--- config.mk ---
export PLATFORM = sky130hd
export DESIGN_NAME = muldiv_ctrl
export DESIGN_NICKNAME = d
export VERILOG_FILES = /design/src/rtl/muldiv_ctrl.sv
export SDC_FILE = /design/constraint.sdc
export NUM_CORES = 2
export LEC_CHECK = 0
export CORE_MARGIN = 1.5
export CORE_UTILIZATION = 30
export CTS_CLUSTER_DIAMETER = 40
export DETAILED_ROUTE_END_ITERATION = 12
export GPL_TIMING_DRIVEN = 0
export PLACE_DENSITY_LB_ADDON = 0.08
export SLEW_MARGIN = 20
export SYNTH_ARGS = -nofsm -noshare
export SYNTH_HDL_FRONTEND = slang
export SYNTH_SLANG_ARGS = --single-unit
--- constraint.sdc ---
create_clock -name clk -period 8.9 [get_ports clk]
set_input_delay 2.225 -clock clk [delete_from_list [all_inputs] [get_ports clk]]
set_output_delay 2.225 -clock clk [all_outputs]
set_load 0.05 [all_outputs]
--- src/rtl/muldiv_ctrl.sv ---
// HI/LO owner for the EXE stage: fixed-latency multiplier, radix-2 restoring divider,
// and MFHI/MFLO/MTHI/MTLO handling, with back-pressure while an operation is in flight.
module muldiv_ctrl #(
  parameter int MUL_LAT = 2
) (
  input  logic        clk,
  input  logic        reset,
  input  logic        flush,
  input  logic        req_valid,
  input  logic [7:0]  req_op,
  input  logic [31:0] src_a,
  input  logic [31:0] src_b,
  output logic        req_ready,
  output logic        busy,
  output logic [31:0] rd_data,
  output logic [31:0] hi,
  output logic [31:0] lo
);

  typedef enum logic [1:0] {IDLE, MUL, DIV} state_t;

  localparam logic [4:0] MUL_CNT_INIT = 5'(MUL_LAT - 1);

  state_t      r_state;
  state_t      w_nextState;
  logic [31:0] r_hi;
  logic [31:0] r_lo;
  logic [31:0] r_opA;
  logic [31:0] r_opB;
  logic [31:0] r_rem;
  logic [31:0] r_rawA;
  logic [4:0]  r_cnt;
  logic        r_mulSigned;
  logic        r_negQ;
  logic        r_negR;
  logic        r_divZero;

  logic        w_accept;
  logic        w_isMul;
  logic        w_isDiv;
  logic        w_signedDiv;
  logic [31:0] w_absA;
  logic [31:0] w_absB;
  logic [63:0] w_mulA;
  logic [63:0] w_mulB;
  logic [63:0] w_product;
  logic [32:0] w_shift;
  logic [32:0] w_diff;
  logic        w_ge;
  logic [31:0] w_quoNext;
  logic [31:0] w_remNext;
  logic [31:0] w_quoFinal;
  logic [31:0] w_remFinal;

  assign w_accept    = req_valid & req_ready;
  assign w_isMul     = req_op[0] | req_op[1];
  assign w_isDiv     = req_op[2] | req_op[3];
  assign w_signedDiv = req_op[2];

  assign w_absA = (w_signedDiv & src_a[31]) ? (~src_a + 32'd1) : src_a;
  assign w_absB = (w_signedDiv & src_b[31]) ? (~src_b + 32'd1) : src_b;

  // Low 64 bits of the product of the extended operands give the signed or unsigned result.
  assign w_mulA    = {{32{r_mulSigned & r_opA[31]}}, r_opA};
  assign w_mulB    = {{32{r_mulSigned & r_opB[31]}}, r_opB};
  assign w_product = w_mulA * w_mulB;

  // r_opA doubles as the quotient shift register; the remainder stays below the divisor,
  // so bit 32 of the difference is set only when the trial subtraction goes negative.
  assign w_shift    = {r_rem, r_opA[31]};
  assign w_diff     = w_shift - {1'b0, r_opB};
  assign w_ge       = ~w_diff[32];
  assign w_remNext  = w_ge ? w_diff[31:0] : w_shift[31:0];
  assign w_quoNext  = {r_opA[30:0], w_ge};
  assign w_quoFinal = r_negQ ? (~w_quoNext + 32'd1) : w_quoNext;
  assign w_remFinal = r_negR ? (~w_remNext + 32'd1) : w_remNext;

  assign hi = r_hi;
  assign lo = r_lo;

  always_ff @(posedge clk) begin
    if (reset) r_state <= IDLE;
    else       r_state <= w_nextState;
  end

  always_comb begin
    w_nextState = r_state;
    req_ready   = (r_state == IDLE) & ~flush;
    busy        = (r_state != IDLE);
    rd_data     = req_op[4] ? r_hi : r_lo;
    case (r_state)
      IDLE: begin
        if (w_accept & w_isMul)      w_nextState = MUL;
        else if (w_accept & w_isDiv) w_nextState = DIV;
      end
      MUL, DIV: begin
        if (flush || (r_cnt == 5'd0)) w_nextState = IDLE;
      end
      default: w_nextState = IDLE;
    endcase
  end

  always_ff @(posedge clk) begin
    if (reset) begin
      r_hi        <= 32'd0;
      r_lo        <= 32'd0;
      r_opA       <= 32'd0;
      r_opB       <= 32'd0;
      r_rem       <= 32'd0;
      r_rawA      <= 32'd0;
      r_cnt       <= 5'd0;
      r_mulSigned <= 1'b0;
      r_negQ      <= 1'b0;
      r_negR      <= 1'b0;
      r_divZero   <= 1'b0;
    end else begin
      case (r_state)
        IDLE: begin
          if (w_accept) begin
            if (req_op[6]) r_hi <= src_a;
            if (req_op[7]) r_lo <= src_a;
            if (w_isMul) begin
              r_opA       <= src_a;
              r_opB       <= src_b;
              r_mulSigned <= req_op[0];
              r_cnt       <= MUL_CNT_INIT;
            end
            if (w_isDiv) begin
              r_opA     <= w_absA;
              r_opB     <= w_absB;
              r_rem     <= 32'd0;
              r_rawA    <= src_a;
              r_negQ    <= w_signedDiv & (src_a[31] ^ src_b[31]);
              r_negR    <= w_signedDiv & src_a[31];
              r_divZero <= (src_b == 32'd0);
              r_cnt     <= 5'd31;
            end
          end
        end
        MUL: begin
          if (flush)                  r_cnt <= 5'd0;
          else if (r_cnt == 5'd0)     {r_hi, r_lo} <= w_product;
          else                        r_cnt <= r_cnt - 5'd1;
        end
        DIV: begin
          if (flush) begin
            r_cnt <= 5'd0;
          end else begin
            r_opA <= w_quoNext;
            r_rem <= w_remNext;
            if (r_cnt == 5'd0) begin
              r_hi <= r_divZero ? r_rawA : w_remFinal;
              r_lo <= r_divZero ? 32'hFFFF_FFFF : w_quoFinal;
            end else begin
              r_cnt <= r_cnt - 5'd1;
            end
          end
        end
        default: ;
      endcase
    end
  end

endmodule

Word-level counts from Yosys, hierarchy flattened
Cells that the tools add are included.

Bits in registers: 203. Output and inout port bits: 98. Logic and storage cells: 113.

Multipliers: 1. Reduce and logical (&&, ||, !) cells: 19. Equal/unequal tests: 14. Add/subtract/negate cells: 6. Bitwise operators: 18. Multiplexer cells: 43.

Operators by type and width (count): $mux W32 (29); $pmux W32 S3 (2); $add A32 B1 Y32 const B (4); $not A32 Y32 (4); $pmux W32 S2 (2); $mul A33 B33 Y64 (1); $sub A33 B32 Y33 (1); $logic_not A32 Y1 (1); $mux W5 (5); $ne A2 B2 Y1 const B (8); $reduce_and A7 Y1 (2); $reduce_and A4 Y1 (3); $pmux W5 S2 (1); $and A1 B1 Y1 (9); $reduce_and A3 Y1 (3); $reduce_bool A2 Y1 (4); $mux W2 (3); $ne A3 B3 Y1 const B (2); $logic_not A5 Y1 (1); $sub A5 B1 Y5 const B (1); $pmux W2 S2 (1); $ne A3 B1 Y1 const B (1); $reduce_bool A3 Y1 (1); $eq A2 B1 Y1 const B (1); other kinds (9) (11).

Logic depth before layout (Yosys ltp)
Word-level depth: 9. Mapped depth: 33. Gate-level depth less buffers: 30.

Worst setup path after synthesis
No wires, ideal clock.

Kind: register to register. From: register r_opA[31]. To: register r_hi[27] (netlist: hi[27]). Arrival time: 8.231 ns. Setup time: 0.114 ns. Stages on the path, launching flop included: 32. Setup slack: 0.554 ns. Period minus slack after synthesis: 8.346 ns. Cell sequence: dfxtp_1 > and2_1 > clkbuf_1 > nand2_1 > inv_1 > fa_1 > inv_1 > fa_1 > inv_1 > fa_1 > fa_1 > inv_1 > fa_1 > inv_1 > fa_1 > inv_1 > fa_1 > fa_1 > inv_1 > ha_1 > a21o_1 > a21o_1 > a21oi_1 > o21ai_0 > or4_1 > o211ai_1 > a21boi_0 > o21ai_1 > o21ai_0 > o21ai_0 > a21oi_1 > a2111oi_0.

Word-level cells in the longest chain between the ends: 9.

Ends and longest elaborated chain: start: declaration (RTL line 28) `logic [31:0] r_opA;`; start signal: assignment (RTL line 123) `r_opA <= src_a;`; start signal: assignment (RTL line 129) `r_opA <= w_absA;`; start signal: assignment (RTL line 149) `r_opA <= w_quoNext;`; $sub A33 B32 Y33 (RTL line 71) `assign w_diff = w_shift - {1'b0, r_opB};`; $mux W32 (RTL line 73) `assign w_remNext = w_ge ? w_diff[31:0] : w_shift[31:0];`; $not A32 Y32 (RTL line 76) `assign w_remFinal = r_negR ? (~w_remNext + 32'd1) : w_remNext;`; $add A32 B1 Y32 (RTL line 76); $mux W32 (RTL line 76); $mux W32 (RTL line 152) `r_hi <= r_divZero ? r_rawA : w_remFinal;`; $mux W32 (RTL line 151) `if (r_cnt == 5'd0) begin`; $mux W32 (RTL line 146) `if (flush) begin`; $pmux W32 S3 (*) (RTL line 117) `case (r_state)`; end signal: assignment (RTL line 120) `if (req_op[6]) r_hi <= src_a;`; end signal: assignment (RTL line 142) `else if (r_cnt == 5'd0) {r_hi, r_lo} <= w_product;`; end signal: assignment (RTL line 152); end: declaration (RTL line 26) `logic [31:0] r_hi;`.

Mark *: on every way between the ends. The rest lies on a longest branch, timed or not. The select of a mux whose other input is x is not followed. A chain may end at the register's enable or synchronous reset.

Worst setup path in the final report
From: register r_opB[19]. To: register r_hi[15] (netlist: hi[15]).

Word-level cells in the longest chain between the ends: 9.

Ends and longest elaborated chain: start: declaration (RTL line 29) `logic [31:0] r_opB;`; start signal: assignment (RTL line 124) `r_opB <= src_b;`; start signal: assignment (RTL line 130) `r_opB <= w_absB;`; $sub A33 B32 Y33 (RTL line 71); $mux W32 (RTL line 73); $not A32 Y32 (RTL line 76); $add A32 B1 Y32 (RTL line 76); $mux W32 (RTL line 76); $mux W32 (RTL line 152); $mux W32 (RTL line 151); $mux W32 (RTL line 146); $pmux W32 S3 (*) (RTL line 117).

Marks and branches as above.

==> metrics.md <==
| Metric | Value |
|---|---|
| Status | finished, final reports clean |
| Met3 wire len | 18.2 mm |
| Metal1 wirelength | 112 mm |
| Sequential share of power | 13.3% |
| TritonCTS Sinks | 203 |
| Synth Cell Area | 0.0525 mm² |
| Kind of critical path | reg -> reg |
| Crit path DAT | 9.26 ns |
| Max IR drop VDD | 0.141 mV |
| Hold buffers post-CTS | 0 |
| Initial DRC count | 3,911 |
| Max layer used | met5 |
| Sequential area share after synthesis | 7.74% |
| Clock network fraction of total power | 22.2% |
| Final setup vio count | 0 |
| First-pass GRT wire length | 368 mm |
| Logic pwr share | 64.5% |
| Syn. warnings | 0 |
| Synth Instances | 6,226 |
| Ys flop type | dfxtp_1 |
| EDFF count, synth | 0 |
| Largest stage delay, worst path | 0.57 ns |
| DR vias/cell | 5.17 |
| Clock tree from TritonCTS | yes |
| Post-route ant nets | 0 |
| Post-layout util | 35.1% |
| Top post-synthesis cells by area | fa_1 43%, inv_1 8.6%, dfxtp_1 7.7%, nand2_1 6.9%, ha_1 6.1% |
| Worst path most repeated cell | fa_1 |
| Net Sw Power | 4.54 mW |
| RSZ-0062 raised after global routing | true |
| Residual DRC | 0 |
| Worst-margin pin slew | 1.22 ns |
| Layout overhead on the synthesized area | 16.0% |
| NumNets Final | 7,927 |
| Largest net degree at the start of global routing | 15 |
| CP required | 9.34 ns |
| Metal2 WL | 116 mm |
| R2r startpoint | r_opB[19] |
| CP delay by family, top | adder cells |
| WL/cell | 29.3 µm |
| Fillers | 18,701 |
| Commonest cells post-synth | 1,198 x inv_1, 1,126 x fa_1, 969 x nand2_1 |
| Grt total ovfl | 0 |
| Final period utilization | 99.0% |
| DP Wirelength | 220 mm |
| CTS Buffer Depth | 3 |
| Share of cells above drive strength 1 | 9.25% |
| Mapped Nets | 7,683 |
| Final clock skew | 0.0250 ns |
| DRT Pass-1 Iters | 5 |
| Vias in the first global route | 47,635 |
| Synth cell types | 88 |
| P_int | 3.96 mW |
| Total global-route track usage | 29.2% |
| Setup crit end | hi[15] |
| Final Hold Fails | 0 |
| IO buf count | 164 |
| Share of the synthesized area in the top cell type | 42.9% |
| Antenna violations before repair | 26 |
| Chip height | 421 µm |
| Hold_ws | 0.455 ns |
| Mapped Avg Cell Area | 8.44 µm² |
| Worst reg-to-reg path cell count | 27 |
| Relative slew slack | 18.6% |
| Tightest Hold Check Type | reg -> reg |
| Worst skew pair latency | 0.62 ns |
| Worst setup SP type | register |
| Yosys reg bits | 203 |
| CTS Buf Count | 50 |
| Critical path depth | 27 |
| Setup ws final | 0.0868 ns |
| Pleak | 27.6 nW |
| I/O pin cnt | 174 |
| WL final | 260 mm |
| H-tree Lvls | 2 |
| CP Capture Type | register |
| Chip Width | 421 µm |
| FF-to-FF setup slack | 0.09 ns |
| Pwr dens | 140 mW/mm² |
| Pre-CTS setup slack | -2.75 ns |
| Vias | 45,763 |
| Initial Utilization | 30.2% |
| Final Critical Period | 8.81 ns |
| Peak Freq | 113 MHz |
| Yosys top cell by area | fa_1 |
| Most frequent cell after synthesis | inv_1 |
| FF-to-FF End | hi[15] |
| Max-Cap Viols | 0 |
| Buffers & Inverters on Critical Path | 5 |
| Clk slew on worst S/H paths | 0.05 ns |
| Peak fanout along the critical path | 10 |
| Core area | 0.174 mm² |
| Crit path from | r_opB[19] |
| GP Congestion | 0.966 |
| CP max stage cell | fa_1 |
| Fin. max-slew vios | 0 |
| Full die area | 0.178 mm² |
| Synth async-reset ratio | 0% |
| Row Count | 153 |
| Switching share of power | 53.4% |
| Root Buffer | clkbuf_16 |
## cell type report
type	instances	area, µm²	area share (%)
diodes	12	30.0	0.0493
clock inverters	33	382	0.626
repair buffers	222	2140	3.51
well taps	2325	2910	4.77
inverters	1202	4560	7.48
multi-input cells	4425	43200	70.9
plain buffers	366	2280	3.74
clock buffers	58	1320	2.17
flip-flops and latches	203	4140	6.79
## cells by family after synthesis
family	count (synthesis)	synth area share (%)
fa+ha+maj	1381	49.0
compound gates	809	10.1
flops	203	7.74
simple gates	1968	17.0
xor+xnor	197	3.29
buf+inv	1598	11.4
mux	70	1.42
## state kept, by name, indices dropped and copies added (netlist names)
register     count
r_cnt            5
r_negR           1
r_mulSigned      1
r_divZero        1
r_opA           32
r_negQ           1
r_opB           32
r_rem           32
r_rawA          32
r_state          2
hi              32
lo              32
## metrics by stage
| stage | TNS, ns | power (mW) | instance area (µm²) | cells |
|---|---|---|---|---|
| 6_report | 0 | 8.50 | 60900 | 8846 |
| 5_1_grt | -0.0466 | 8.93 | 60900 | 8838 |
| 4_1_cts | 0 | 8.30 | 60200 | 8819 |
| 3_5_place_dp | -62.50 | 6.19 | 57200 | 8718 |
| 3_3_place_gp | -74.87 | 6.21 | 57100 | 8715 |
| 2_1_floorplan | 0 | 3.88 | 52500 | 6226 |
## layout by cell type, fill, tap and decap left out, types with 28 or more instances in the layout
master	n
a211oi_1	42
xor2_1	49
mux2_2	37
xnor2_1	136
clkbuf_4	60
o21ai_0	138
nand2_1	965
ha_1	231
clkbuf_2	66
buf_2	29
buf_4	76
and3_1	36
mux2i_1	31
a21oi_1	255
o211ai_1	28
nor3_1	59
inv_1	1178
clkdlybuf4s50_1	164
clkbuf_16	53
dfxtp_1	168
nor2_1	367
or3_1	40
a21o_1	45
clkbuf_1	135
nand3_1	46
a221oi_1	39
and2_1	308
fa_1	1112
## repair_timing
| item | CTS | global route |
|---|---|---|
| resized for setup | 463 | 241 |
| setup buffers | 35 | 20 |
| endpoints found under the setup margin | 46 | 26 |
| gates cloned | 0 | 0 |
| pin swaps | 26 | 29 |
## per-layer routing
layer / vias to the layer above / track usage [%]
met2: 1693 / 46.0
met5: - / 0
met3: 372 / 4.54
li1: 19682 / -
met1: 24010 / 39.8
met4: 6 / 12.1
## worst min-delay path by stage
stage,depth (start not counted),start,slack (ns),to
3_5_place_dp,2,r_rawA[26],0.45,r_rawA[26]
5_1_grt,2,r_rawA[3],0.47,r_rawA[3]
6_report,2,r_rawA[19],0.46,r_rawA[19]
4_1_cts,2,r_rawA[26],0.45,r_rawA[26]
2_1_floorplan,2,r_rawA[19],0.43,r_rawA[19]
3_3_place_gp,2,r_rawA[18],0.44,r_rawA[18]
## power by group through the flow
| stage | Sequential (mW) | Clock [mW] | Combinational [mW] |
|---|---|---|---|
| after global placement | 1.10 | 0 | 5.12 |
| after CTS | 1.12 | 1.90 | 5.28 |
| after detailed placement | 1.10 | 0 | 5.09 |
| after floorplan | 1.16 | 0 | 2.72 |
| after global routing | 1.13 | 1.94 | 5.87 |
| final | 1.13 | 1.88 | 5.49 |
## worst min-delay path: stages (launching register included)
cell     delay (ns)
dfxtp_1        0.30
nand2_1        0.05
a21oi_1        0.05
Power figures use the tool's default switching activity.
